**config.mk**
```make
export PLATFORM = sky130hd
export DESIGN_NAME = v_regfile
export DESIGN_NICKNAME = d
export VERILOG_FILES = /design/src/rtl/v_prims_pkg.sv /design/src/rtl/v_regfile_sweep.sv /design/src/rtl/v_regfile.sv
export SDC_FILE = /design/constraint.sdc
export NUM_CORES = 1
export LEC_CHECK = 0
export ABC_AREA = 1
export CAP_MARGIN = 40
export CORE_ASPECT_RATIO = 0.8
export CORE_MARGIN = 5
export CORE_UTILIZATION = 54
export DETAILED_ROUTE_END_ITERATION = 10
export GPL_ROUTABILITY_DRIVEN = 0
export PLACE_DENSITY = 0.81
export SYNTH_ARGS = -nofsm -noshare
export SYNTH_HDL_FRONTEND = slang
export SYNTH_SLANG_ARGS = --single-unit
```
**constraint.sdc**
```tcl
create_clock -name CLK -period 2 [get_ports CLK]
set_input_delay 0.2 -clock CLK [delete_from_list [all_inputs] [get_ports CLK]]
set_output_delay 0.2 -clock CLK [all_outputs]
set_load 0.05 [all_outputs]
```
**src/rtl/v_prims_pkg.sv**
```systemverilog
// Shared encodings for the register primitives: sweep FSM states and the
// read/write strobe polarity.
package v_prims_pkg;

    typedef enum logic {
        S_IDLE  = 1'b0,
        S_SWEEP = 1'b1
    } sweep_state_e;

    localparam logic RW_WRITE = 1'b0;
    localparam logic RW_HOLD  = 1'b1;

endpackage

```
**src/rtl/v_regfile_sweep.sv**
```systemverilog
// Sweep-clear sequencer: after a clear request, walks clr_idx from 0 to DEPTH-1,
// one word per cycle, with busy high for exactly DEPTH cycles.
module v_regfile_sweep
    import v_prims_pkg::*;
#(
    parameter int DEPTH = 8,
    parameter int AW    = $clog2(DEPTH)
) (
    input  logic          CLK,
    input  logic          CLR,
    input  logic          zclr,
    output logic          busy,
    output logic          clr_en,
    output logic [AW-1:0] clr_idx
);

    localparam logic [AW-1:0] LAST_IDX = AW'(DEPTH - 1);

    sweep_state_e  state_reg, state_next;
    logic [AW-1:0] cnt_reg, cnt_next;

    always_ff @(posedge CLK or negedge CLR) begin
        if (!CLR) begin
            state_reg <= S_IDLE;
            cnt_reg   <= '0;
        end else begin
            state_reg <= state_next;
            cnt_reg   <= cnt_next;
        end
    end

    // The counter stops at the last index rather than wrapping, so non-power-of-two depths work.
    always_comb begin
        state_next = state_reg;
        cnt_next   = cnt_reg;
        case (state_reg)
            S_IDLE: begin
                cnt_next = '0;
                if (zclr) state_next = S_SWEEP;
            end
            S_SWEEP: begin
                if (cnt_reg == LAST_IDX) begin
                    state_next = S_IDLE;
                    cnt_next   = '0;
                end else begin
                    cnt_next = cnt_reg + AW'(1);
                end
            end
            default: begin
                state_next = S_IDLE;
                cnt_next   = '0;
            end
        endcase
    end

    always_comb begin
        busy    = (state_reg == S_SWEEP);
        clr_en  = busy;
        clr_idx = cnt_reg;
    end

endmodule

```
**src/rtl/v_regfile.sv**
```systemverilog
// Register bank with one write port, two gated combinational read ports,
// write-to-read bypass, written-since-clear bitmap and a sequenced sweep clear.
module v_regfile
    import v_prims_pkg::*;
#(
    parameter int WIDTH  = 16,
    parameter int DEPTH  = 8,
    parameter int AW     = $clog2(DEPTH),
    parameter bit BYPASS = 1'b1
) (
    input  logic             CLK,
    input  logic             CLR,
    input  logic             R_W,
    input  logic [AW-1:0]    WA,
    input  logic [WIDTH-1:0] D,
    input  logic [AW-1:0]    RA,
    input  logic             Ea,
    output logic [WIDTH-1:0] Qa,
    input  logic [AW-1:0]    RB,
    input  logic             Eb,
    output logic [WIDTH-1:0] Qb,
    input  logic             ZCLR,
    output logic             BUSY,
    output logic [DEPTH-1:0] VLD
);

    localparam logic [AW:0] DEPTH_W = (AW + 1)'(DEPTH);

    logic             busy;
    logic             clr_en;
    logic [AW-1:0]    clr_idx;
    logic             wr_ok;
    logic [WIDTH-1:0] word_q [DEPTH];
    logic [AW-1:0]    rd_addr [2];
    logic             rd_en [2];
    logic [WIDTH-1:0] rd_q [2];

    v_regfile_sweep #(
        .DEPTH(DEPTH),
        .AW   (AW)
    ) u_sweep (
        .CLK    (CLK),
        .CLR    (CLR),
        .zclr   (ZCLR),
        .busy   (busy),
        .clr_en (clr_en),
        .clr_idx(clr_idx)
    );

    assign BUSY  = busy;
    assign wr_ok = (R_W == RW_WRITE) && !busy && ({1'b0, WA} < DEPTH_W);

    genvar gi;

    // Sweep clears and writes never coincide: writes are only accepted while not busy.
    generate
        for (gi = 0; gi < DEPTH; gi++) begin : g_word
            localparam logic [AW-1:0] IDX = AW'(gi);
            logic [WIDTH-1:0] word_reg;
            logic             vld_reg;

            always_ff @(posedge CLK or negedge CLR) begin
                if (!CLR) begin
                    word_reg <= '0;
                    vld_reg  <= 1'b0;
                end else if (clr_en && (clr_idx == IDX)) begin
                    word_reg <= '0;
                    vld_reg  <= 1'b0;
                end else if (wr_ok && (WA == IDX)) begin
                    word_reg <= D;
                    vld_reg  <= 1'b1;
                end
            end

            assign word_q[gi] = word_reg;
            assign VLD[gi]    = vld_reg;
        end
    endgenerate

    assign rd_addr[0] = RA;
    assign rd_addr[1] = RB;
    assign rd_en[0]   = Ea;
    assign rd_en[1]   = Eb;

    // Disabled or out-of-range ports drive zero so the A/B buses can be OR-merged.
    generate
        for (gi = 0; gi < 2; gi++) begin : g_port
            logic in_range;
            logic hit;

            assign in_range  = ({1'b0, rd_addr[gi]} < DEPTH_W);
            assign hit       = BYPASS && wr_ok && (rd_addr[gi] == WA);
            assign rd_q[gi]  = (rd_en[gi] && in_range) ? (hit ? D : word_q[rd_addr[gi]]) : '0;
        end
    endgenerate

    assign Qa = rd_q[0];
    assign Qb = rd_q[1];

endmodule

```
==> flow_summary_export.csv <==
group,metric,value,unit
power_and_ir_drop,ir_worst_vdd,0.000723,V
logic_synthesis,netlist_top_cells_area,"dfrtp_1 (42%), nand3_1 (20%), nand2_1 (17%)",
timing,fmax,459,MHz
global_route,grt_max_degree,50,
timing,setup-violations-final,32,
logic_synthesis,synth.distinct_cells,19,
detailed_routing,vias_per_cell,6.35,
logic_synthesis,ys_ff_latch,140,
finish,layout.cells.non_filler,1527,
critical_path,required,1.80,ns
power_and_ir_drop,switching_share,40.7,%
global_route,grt_pass1_wl,49.3,mm
clock_tree,cts.sinks,140,
finish,finalNetCount,1341,
critical_path,rr_startpoint,"u_sweep.clr_idx[0]$_DFF_PN0_",
critical_path,arrival,1.98,ns
finish,area_growth,32.1,%
floorplan,die_w,150,um
power_and_ir_drop,combPwrFrac,38.5,%
timing,tightest_slew,0.519,ns
critical_path,worstPathCellList,"nor2_4, nand2_2, nor2_2, nand2_2, buf_12, nand2_1, nor2_2, nor2_4, buf_8",
status,violations,"setup timing",
timing,period_minus_slack,2.18,ns
critical_path,critPathLaunchType,"register",
logic_synthesis,synthesis.nets,1283,
timing,skew,0.00583,ns
placement,portBuffers,71,
clock_tree,cts_buffers,17,
floorplan,fp.coreArea,15200,sq um
detailed_routing,first_iter_violations,1416,
logic_synthesis,yosys.area.top_type,"dfrtp_1",
critical_path,r2r_slack,0.41,ns
global_route,grt_pass1_vias,9287,
clock_tree,cts_tree,"built",
placement,hpwl,18.4,mm
global_route,antenna_found_initial,0,
power_and_ir_drop,clkPwrFrac,25.4,%
detailed_routing,drt-pass1-iter-count,6,
power_and_ir_drop,p_per_area,1050,nW/um^2
logic_synthesis,synth_enable_flop_cells,0,
clock_tree,worstSkewPairLatency,0.43,ns
timing,maxSlewViolCount,0,
timing,fin_ws,-0.180,ns
critical_path,rr_endpoint,"g_word[7].word_reg[12]$_DFFE_PN0P_",
logic_synthesis,ys_warn_count,0,
status,status,"finished, violations left",
floorplan,die-area,18200,sq um
detailed_routing,wire_per_inst,20.8,um
placement,dp.cells,1486,
timing,maxSlewHeadroom,65.3,%
detailed_routing,drcViolationCount,0,
timing,rsz0062_at_grt,"yes",
global_route,grt_usage,34.7,%
timing,fin_crit_sh,109,%
detailed_routing,antenna_left,0,
timing,fin_setup_tns,-4.53,ns
logic_synthesis,synth_most_common_cell,"nand2_1",
worst_hold_path,min_path_type,"input pin to async pin",
clock_tree,clock_path_buffers,2,
floorplan,die_h,122,um
logic_synthesis,ys_async_sr_fraction,100,%
logic_synthesis,syn_avg_cell_area,6.77,sq um
finish,largest_register_ffs,128,
floorplan,row_count,40,
logic_synthesis,synth_top_area_share,41.5,%
timing,hold_ws,0.235,ns
critical_path,slowest_stage,"dfrtp_1",
clock_tree,cts.root.buffer_cell,"clkbuf_16",
detailed_routing,wirelength,31.7,mm
clock_tree,path_clk_slew,0.06,ns
clock_tree,cts-htree-levels,4,
power_and_ir_drop,leakage,4.95,nW
logic_synthesis,syn-cell-area,8440,sq um
finish,num_antenna_cells,0,
logic_synthesis,synth_commonest_cells,"nand2_1 (386), nand3_1 (338), dfrtp_1 (140), o21ai_0 (128), nor2_1 (95)",
power_and_ir_drop,p_switching,4.77,mW
timing,finalHoldViolCount,0,
logic_synthesis,seq_area_frac_synth,41.5,%
critical_path,rr_worst_depth,6,
finish,layout-drive-gt1-share,19.9,%
logic_synthesis,synth_ff_type,"dfrtp_1",
detailed_routing,vias,9697,
global_route,globalRouteOverflowTotal,0,
logic_synthesis,syn-instance-count,1246,
critical_path,max_stage_delay,0.41,ns
floorplan,initial_core_util,55.6,%
critical_path,end_kind,"output pin",
run,cap_violations,0,
power_and_ir_drop,seq_power_share,36.1,%
critical_path,cp_max_fo,8,
power_and_ir_drop,intPower,6.95,mW
floorplan,ios,72,
critical_path,path_class,"register to output pin",
[metal layers]
metal,track usage (%),part of all wire [%]
met1,46.5,37
met2,52.1,44
met3,11.0,15
met4,14.5,4.2
met5,0,0
[cell usage in the layout, fill, tap and decap left out]
cell type | Yosys | final
nand2_1 | 386 | 342
nand3_1 | 338 | 325
dfrtp_1 | 140 | 140
o21ai_0 | 128 | 128
buf_4 | 11 | 44
nor2_4 | 1 | 42
nor2_1 | 95 | 42
buf_12 | 0 | 36
clkdlybuf4s50_1 | 0 | 34
inv_1 | 30 | 28
nand2_2 | 0 | 25
nor2_2 | 12 | 24
nand2_4 | 1 | 19
clkbuf_16 | 0 | 18
nand3_2 | 0 | 13
buf_6 | 1 | 12
buf_8 | 0 | 8
ha_1 | 6 | 6
inv_2 | 2 | 4
clkbuf_8 | 0 | 4
clkbuf_1 | 41 | 3
clkinv_4 | 0 | 3
nand2_8 | 0 | 2
nand4_1 | 2 | 2
clkinv_2 | 0 | 2
clkinvlp_4 | 0 | 2
buf_2 | 35 | 2
dlygate4sd2_1 | 0 | 2
nor3_1 | 1 | 1
o21a_1 | 1 | 1
inv_6 | 0 | 1
buf_16 | 0 | 1
dlygate4sd3_1 | 0 | 1
[how the worst max path moves through the flow]
stage                     cells after the start  slack, ns              startpoint      to
after floorplan                               9      -0.08  u_sweep.busy$_DFF_PN0_  Qa[10]
after global placement                       10      -0.09                   WA[1]   Qa[5]
after detailed placement                     10      -0.09                   WA[1]  Qa[13]
after CTS                                     9      -0.08  u_sweep.busy$_DFF_PN0_   Qa[4]
after global routing                          9      -0.21  u_sweep.busy$_DFF_PN0_   Qa[9]
final                                         9      -0.18  u_sweep.busy$_DFF_PN0_  Qa[14]
[layout make-up]
type	instances	area, sq um
multi-input cells	972	4970
clock buffers	24	492
clock inverters	8	60.1
flip-flops and latches	140	3500
inverters	32	120
well taps	210	263
fillers	1097	4020
repair buffers	141	1740
[power by group through the flow]
stage,clock network (mW),registers (mW),logic (mW)
2_1_floorplan,0,4.12,2.70
3_3_place_gp,0,4.21,3.95
3_5_place_dp,0,4.24,4.06
4_1_cts,2.97,4.21,4.21
5_1_grt,3.12,4.34,4.86
6_report,2.97,4.23,4.52
[metrics by stage]
step                power [mW]  setup slack (ns)  cell area (sq um)  util, %
floorplan                 6.82           -0.0847               8620        -
global placement          8.16           -0.0862               9910     65.4
detailed placement        8.29           -0.0939               9910     65.4
CTS                       11.4           -0.0760              10700     70.8
global route              12.3            -0.213              11100     73.5
finish                    11.7            -0.180              11100     73.5
[timing repair]
action	CTS	global route
resized for setup	61	97
hold buffers	1	0
pin swaps	9	43
gates cloned	2	1
endpoints found under the setup margin	32	32
buffers inserted	2	3
hold endpoints to repair	30	0
[worst max-delay path: cells and delay by family, from the launching register on]
kind / cells / cell delay [ns]
AND/OR/NAND/NOR: 7 / 0.77
buffers and inverters: 2 / 0.36
flip-flops: 1 / 0.41
[kinds of logic after synthesis]
| logic type | synth area share [%] |
|---|---|
| AND/OR/NAND/NOR | 42.8 |
| flip-flops | 41.5 |
| adder cells (fa/ha/maj) | 0.890 |
| buffers and inverters | 7.10 |
| AO/OA/AOI/OAI | 7.68 |
(Power assumes the default switching activity.)
